--- src/rtl/upcnt_mod.sv ---
// Bounded up/down counter (0..MAX) with load clamp, chainable carry-out,
// registered wrap pulse, registered compare flag and a sticky wrap flag.
module upcnt_mod #(
  parameter int unsigned     WIDTH     = 16,
  parameter longint unsigned MAX       = (64'd1 << WIDTH) - 64'd1,
  parameter longint unsigned RESET_VAL = 64'd0
) (
  input  logic             sys_clk,
  input  logic             reset,
  input  logic [WIDTH-1:0] d,
  input  logic             ld,
  input  logic             ci,
  input  logic             dn,
  input  logic [WIDTH-1:0] cmp,
  input  logic             ovf_clr,
  output logic [WIDTH-1:0] q,
  output logic             co,
  output logic             tc,
  output logic             match,
  output logic             ovf
);

  localparam logic [WIDTH-1:0] MAX_V = WIDTH'(MAX);
  localparam logic [WIDTH-1:0] RST_V = WIDTH'(RESET_VAL);

  logic [WIDTH-1:0] q_q, q_d;
  logic             tc_q, match_q, match_d, ovf_q, ovf_d;
  logic             at_min, at_max, wrap;

  always_comb begin
    at_min = (q_q == '0);
    at_max = (q_q == MAX_V);
    wrap   = ci & ~ld & (dn ? at_min : at_max);

    // Load is checked first so d (possibly unknown) is never sampled when ld=0.
    q_d = q_q;
    if (ld) begin
      q_d = (d > MAX_V) ? MAX_V : d;
    end else if (ci) begin
      if (dn) begin
        q_d = at_min ? MAX_V : q_q - 1'b1;
      end else begin
        q_d = at_max ? '0 : q_q + 1'b1;
      end
    end

    // Compare against the post-edge count so match lines up with the new q.
    match_d = (q_d == cmp);
    ovf_d   = wrap | (ovf_q & ~ovf_clr);
  end

  always_ff @(posedge sys_clk or posedge reset) begin
    if (reset) begin
      q_q     <= RST_V;
      tc_q    <= 1'b0;
      match_q <= 1'b0;
      ovf_q   <= 1'b0;
    end else begin
      q_q     <= q_d;
      tc_q    <= wrap;
      match_q <= match_d;
      ovf_q   <= ovf_d;
    end
  end

  assign q     = q_q;
  assign co    = wrap;
  assign tc    = tc_q;
  assign match = match_q;
  assign ovf   = ovf_q;

endmodule
--- config.mk ---
export PLATFORM = sky130hd
export DESIGN_NAME = upcnt_mod
export DESIGN_NICKNAME = d
export VERILOG_FILES = /design/src/rtl/upcnt_mod.sv
export SDC_FILE = /design/constraint.sdc
export NUM_CORES = 1
export LEC_CHECK = 0
export BUFFER_PORTS_ARGS = -buffer_cell sky130_fd_sc_hd__buf_2
export CAP_MARGIN = 10
export CORE_MARGIN = 4
export CORE_UTILIZATION = 50
export DETAILED_ROUTE_END_ITERATION = 8
export HOLD_SLACK_MARGIN = 0.05
export PLACE_DENSITY = 0.76
export SLEW_MARGIN = 20
export SYNTH_ARGS = -nofsm -noshare
export SYNTH_HDL_FRONTEND = slang
export SYNTH_SLANG_ARGS = --single-unit
export TNS_END_PERCENT = 20
--- constraint.sdc ---
create_clock -name sys_clk -period 3.23 [get_ports sys_clk]
set_input_delay 0.1615 -clock sys_clk [delete_from_list [all_inputs] [get_ports sys_clk]]
set_output_delay 0.1615 -clock sys_clk [all_outputs]
set_load 0.005 [all_outputs]
==> results of run 1 <==
-- cell type report --
type	count	area, sq um
clock buffers	3	41.29
clock inverters	1	5.005
fillers	450	1861
inverters	21	78.83
multi-input cells	260	1797
flip-flops and latches	19	475.5
well taps	67	83.83
repair buffers	74	412.9
-- power by group through the flow --
stage | Clock (mW) | Sequential (mW) | Combinational, mW
after detailed placement | 0 | 0.326 | 0.383
after floorplan | 0 | 0.293 | 0.265
final | 0.183 | 0.324 | 0.395
after global routing | 0.198 | 0.328 | 0.430
after CTS | 0.181 | 0.321 | 0.385
after global placement | 0 | 0.324 | 0.384
-- metal layers --
layer,up-vias,track usage (%)
met1,1379,42.93
met3,33,4.931
li1,1370,-
met5,-,0
met4,0,9.615
met2,254,48.63
-- cell families (layout without fill, tap and decap cells) --
kind of cell | after synthesis | count (layout)
compound gates | 107 | 107
xor+xnor | 19 | 19
fa+ha+maj | 3 | 3
buf+inv | 49 | 99
flops | 19 | 19
mux | 5 | 5
simple gates | 126 | 126
-- through the flow --
stage	hold WS, ns	setup slack, ns	instance area, sq um
floorplan	0.1126	0.4831	2476
global route	0.1115	0.0001721	2894
finish	0.04568	0.1553	2894
CTS	0.08038	0.2225	2894
detailed placement	0.3712	0.2500	2848
global placement	0.3337	0.3322	2848
-- how the worst max path moves through the flow --
stage                    from         endpoint  slack [ns]  cells after the start
6_report       q[1]$_DFF_PP0_  match$_DFF_PP0_        0.16                      9
5_1_grt        q[0]$_DFF_PP0_  match$_DFF_PP0_      0.0002                      9
4_1_cts        q[1]$_DFF_PP0_  match$_DFF_PP0_        0.22                      9
3_5_place_dp   q[0]$_DFF_PP0_  match$_DFF_PP0_        0.25                      9
3_3_place_gp   q[0]$_DFF_PP0_  match$_DFF_PP0_        0.33                      9
2_1_floorplan  q[0]$_DFF_PP0_  match$_DFF_PP0_        0.48                     11
-- layout by cell type (no fill, tap or decap), types with 4 or more instances in the layout --
cell / n
nand2b_1: 4
mux2_2: 4
buf_2: 57
a21oi_1: 18
nand2_1: 27
o31ai_1: 4
a41oi_1: 4
xnor2_1: 16
a21o_1: 4
dfrtp_1: 19
o21ai_0: 17
buf_4: 17
nor2_1: 16
nor4_1: 6
nand4_1: 15
inv_1: 21
nor3_1: 9
and3_1: 5
a31oi_1: 5
a211oi_1: 10
and4_1: 6
nand3_1: 11
-- sequential cells by signal (all words and copies together) (netlist names) --
| register | flops |
|---|---|
| q | 16 |
| match | 1 |
| ovf | 1 |
| tc | 1 |
-- Yosys cell counts (5+ instances only) --
cell type / instances / area, sq um
and4_1: 6 / 52.55
nor2_1: 16 / 60.06
xnor2_1: 16 / 140.1
nand3_1: 11 / 55.05
nand2_1: 27 / 101.4
buf_2: 8 / 40.04
clkbuf_1: 16 / 60.06
a31oi_1: 5 / 31.28
o21ai_0: 17 / 85.08
nand4_1: 15 / 93.84
a21oi_1: 18 / 90.09
dfrtp_1: 19 / 475.5
nor3_1: 9 / 45.04
nor4_1: 6 / 37.54
and3_1: 5 / 31.28
a211oi_1: 10 / 75.07
inv_1: 21 / 78.83
-- critical path, stage by stage, from the launching register on --
cell	delay, ns
dfrtp_1	0.52
ha_1	0.32
nand4_2	0.26
or4_4	0.61
and2_4	0.22
o311ai_0	0.14
o21ai_0	0.23
o2111a_1	0.28
a41oi_1	0.30
nor4_2	0.09
==> key figures, run 1 <==
Outcome
  • Status: finished clean

Global routing
  • Overall Global Routing Usage: 30.76%
  • Largest net degree at the start of global routing: 36
  • Initial antenna violation count: 0
  • GRT overflow: 0
  • Global-route wire length before repair: approximately 15 mm
  • Vias in the first global route: 2805

Timing
  • Tightest Pin Transition: 0.8398 ns
  • Final Max Slew Viols: 0
  • Post-route clock period utilization: a little over nine tenths
  • Relative slew slack: 43.95%
  • RSZ-0062 raised after global routing: false
  • Clk_skew: ~0.0084 ns
  • Setup TNS: 0 ns
  • Fin. Hold Viols: 0
  • Highest Clock Rate: between 300 and 400 MHz
  • Final min period: between 3 and 4 ns
  • Endpoints failing setup: 0

Pwr
  • Combinational group share of total power: a little over two fifths
  • Sequential Power Share: between 30% and 40%
  • Clk network pwr share: between 20% and 30%
  • Switching share of power: 43.19%
  • Leak: 1.223 nW
  • Total power: between 0.9 and 1 mW
  • PwrDens: 311.6 nW/um^2
  • Internal Power: 0.5124 mW
  • Maximum vdd drop: about 0.18 mV
  • NetSw: between 0.3 and 0.4 mW

Route
  • Post-Route WL: ~9.3 mm
  • Via Count: approximately 3000
  • WL/cell: 20.84 um
  • Met3 routed WL: approximately 1.1 mm
  • Max layer used: met4
  • Post-route ant nets: 0
  • M1 WL: ~3.7 mm
  • DRC errors left: 0
  • Vias per std cell: between 6 and 7
  • Wire length on met2: roughly 4.2 mm
  • Starting DRT DRC Count: around 390
  • Router iterations before antenna repair: 5

Finish
  • Final Util: 60.87%
  • # nets final: 420
  • Area growth from synthesis to layout: 16.88%
  • Fin cells: about 450
  • Share of cells above drive strength 1: 24.87%
  • Inserted Diodes: 0

Setup path
  • Setup slack, reg-to-reg: 0.16 ns
  • Req. time, crit path: ~3.4 ns
  • RR Endpoint: match$_DFF_PP0_
  • Worst reg2reg path startpoint: q[1]$_DFF_PP0_
  • Worst reg2reg path depth: 9
  • Critical Path Sink Type: register
  • Setup CP Type: reg -> reg
  • Crit path max fanout: 10
  • WP data arrival: about 3.2 ns
  • Critical path startpoint category: register

Synthesis
  • Sequential-to-total area share from yosys stat: about a fifth
  • Compound-gate portion of the synthesized area: about a third
  • Ys async rst share: 100.0%
  • Post-synthesis simple-gate area fraction: approximately 30%
  • Syn. warnings: 0
  • Syn nets: between 300 and 400
  • Post-Synthesis Cells: approximately 330
  • Distinct cells, synth: between 70 and 80
  • Primary FF master, synth: dfrtp_1
  • Syn_area_per_cell: roughly 7.5 sq um
  • Seq cells post-synth: 19
  • Post-Synthesis Cell Area: 2476 sq um
  • Adder-Cell Fraction of Synth Area: under 10%
  • XOR/XNOR Fraction of Synth Area: between 6 and 7%
  • Post-synthesis mux area share: ~2.2%
  • Combinational family with the most area after synthesis: compound AO/OA/AOI/OAI gates
  • EDFF count, synth: 0

Clock network
  • CTS tree: done
  • Worst-Skew Late Latency: between 0.2 and 0.3 ns
  • Post-cts sizing count: 0
  • CTS root buf: clkbuf_8
  • CTS Sinks: 19
  • Clk slew on worst S/H paths: approximately 0.09 ns
  • H-tree Lvls: 1
  • TritonCTS buffer count: 3
  • Hold_buf cts: 0
  • Max Root-Sink Buffers: 2
  • Post-CTS Setup Bufs: 0

Floorplan
  • Cell Rows: 25
  • Initial Util: 52.08%
  • Core region area: 4755 sq um
  • Die Y: 78.37 um
  • Die width: around 78 um
  • Die Footprint: a little over 6000 sq um
  • IO Pins: 58

Placed design
  • Number of cells after detailed placement: 441
  • HPWL Detailed: ~7 mm
  • Port Buffers: 57
  • Routability congestion estimate: 0.9993

Flow run
  • Max Cap Viol: 0

Min path
  • Tightest Hold Check Type: in -> async
(Power assumes the default switching activity.)
==> inputs of run 2 (changes only) <==
--- a/config.mk
+++ b/config.mk
@@ -10,6 +10,7 @@
 export CORE_MARGIN = 4
 export CORE_UTILIZATION = 50
 export DETAILED_ROUTE_END_ITERATION = 8
+export GPL_TIMING_DRIVEN = 0
 export HOLD_SLACK_MARGIN = 0.05
 export PLACE_DENSITY = 0.76
 export SLEW_MARGIN = 20
==> key figures, run 2 (synthesis gave the netlist of run 1 again) <==
Clock network
  • CTS tree: done
  • Clk slew on worst S/H paths: about 0.080 ns
  • CTS root buf: clkbuf_8
  • Worst-Skew Late Latency: about 0.27 ns
  • H-tree Lvls: 1
  • TritonCTS buffer count: 3
  • CTS Sinks: 19
  • Max Root-Sink Buffers: 2

Finish
  • Fillers: roughly 450
  • Inserted Diodes: 0
  • Fin cells: 462
  • Most common cell after layout, fill and taps aside: buf_2
  • Multi-input logic area: 1904 sq um
  • Register area: roughly 480 sq um
  • Area growth from synthesis to layout: 23.40%
  • Share of cells above drive strength 1: between 20% and 30%
  • # nets final: between 400 and 500
  • Commonest non-fill, non-tap cells in the layout: 65 x buf_2, 27 x nand2_1, 21 x inv_1
  • Max reg flops: 16

Route
  • Vias per std cell: between 6 and 7
  • Via Count: 3153
  • Router iterations before antenna repair: 9
  • WL/cell: between 20 and 25 um
  • Starting DRT DRC Count: between 600 and 700
  • Post-Route WL: between 9 and 10 mm
  • Post-route ant nets: 0
  • DRC errors left: 0

Floorplan
  • Cell Rows: 25
  • Die Y: about 78 um
  • Die Footprint: around 6000 sq um
  • IO Pins: 58
  • Die width: between 70 and 80 um
  • Core region area: around 4800 sq um
  • Initial Util: between 50% and 60%

Setup path
  • Critical path startpoint category: register
  • Req. time, crit path: between 3 and 4 ns
  • Crit path max fanout: 10
  • CP max-delay cell: dfrtp_1
  • CP delay by family, top: simple AND/OR/NAND/NOR gates
  • Setup CP Type: reg -> reg
  • WP data arrival: 3.27 ns
  • Buf/Inv on CP: 2
  • Crit-path max cell delay: about 0.50 ns
  • Crit-path cells: buf_2 > and3_1 > clkbuf_1 > nand2_1 > o41ai_4 > nor3_1 > a311oi_1 > and4_1 > a41oi_1 > nor4_2
  • Critical Path Sink Type: register

Global routing
  • Global-route wire length before repair: 14.63 mm
  • Largest net degree at the start of global routing: 20
  • Initial antenna violation count: 0
  • GRT overflow: 0
  • Overall Global Routing Usage: between 30 and 40%
  • Vias in the first global route: 2811

Pwr
  • PwrDens: 306.1 nW/um^2
  • Leak: roughly 1.3 nW
  • Maximum vdd drop: ~0.29 mV

Placed design
  • Pre-CTS setup slack: -0.1823 ns
  • Port Buffers: between 50 and 60
  • Number of cells after detailed placement: around 450
  • Routability congestion estimate: approximately 1.0
  • HPWL Detailed: roughly 7 mm

Timing
  • Tightest Pin Transition: between 0.7 and 0.8 ns
  • Fin. Hold Viols: 0
  • Post-route clock period utilization: around 96%
  • Clk_skew: 0.004864 ns
  • Relative slew slack: between 40% and 50%
  • Worst setup margin: around 0.14 ns
  • Endpoints failing setup: 0
  • Worst hold margin: about 0.12 ns
  • Final Max Slew Viols: 0
  • Final min period: a little over 3 ns
  • Highest Clock Rate: about 320 MHz
  • Setup TNS: 0 ns

Outcome
  • Status: finished clean

Flow run
  • Max Cap Viol: 0

Min path
  • Tightest Hold Check Type: in -> reg
[run 2: where the power goes]
part           internal [mW]  switching (mW)
logic                  0.176           0.277
registers              0.259          0.0383
clock network         0.0875          0.0969
[run 2: tightest hold or removal path: stages]
cell     delay, ns
buf_2         0.09
nand2_1       0.04
o21ai_0       0.06
[run 2: per-stage QoR]
stage	util, %	power, mW	area, sq um
2_1_floorplan	-	0.5581	2476
4_1_cts	61.08	0.8843	2904
5_1_grt	64.26	0.9767	3055
3_3_place_gp	59.74	0.6982	2840
6_report	64.26	0.9353	3055
3_5_place_dp	59.74	0.7013	2840
[run 2: layer usage]
metal | up-vias | routed length (um) | GRT usage (%)
li1 | 1408 | - | -
met1 | 1425 | 3799 | 42.86
met4 | 0 | 325 | 9.266
met5 | - | 0 | 0
met3 | 48 | 1146 | 3.211
met2 | 272 | 4310 | 48.63
[run 2: layout make-up]
cell class / instances / share of cell area [%]
multi-input combinational: 260 / 62.33
sequential: 19 / 15.60
timing repair buffer: 63 / 10.97
buffer: 28 / 4.177
tap: 67 / 2.744
inverter: 21 / 2.580
clock buffer: 3 / 1.351
clock inverter: 1 / 0.2457
[run 2: worst paths after layout]
| check | from | endpoint | slack, ns | cells past startpoint |
|---|---|---|---|---|
| min in group asynchronous | reset | q[3]$_DFF_PP0_ | 0.56 | 3 |
| max | q[6]$_DFF_PP0_ | match$_DFF_PP0_ | 0.14 | 10 |
| min | d[14] | q[14]$_DFF_PP0_ | 0.12 | 3 |
| min reg2reg | ovf$_DFF_PP0_ | ovf$_DFF_PP0_ | 0.48 | 1 |
| max reg2reg | q[6]$_DFF_PP0_ | match$_DFF_PP0_ | 0.14 | 10 |
| max in group asynchronous | reset | q[1]$_DFF_PP0_ | 2.13 | 3 |
[run 2: timing repair]
action	4_1_cts	5_1_grt
setup endpoints to repair	1	1
setup buffers	0	6
endpoints found under the hold margin	19	0
pin swaps	0	1
hold buffers	1	0
resized for setup	2	21
cloned	0	0
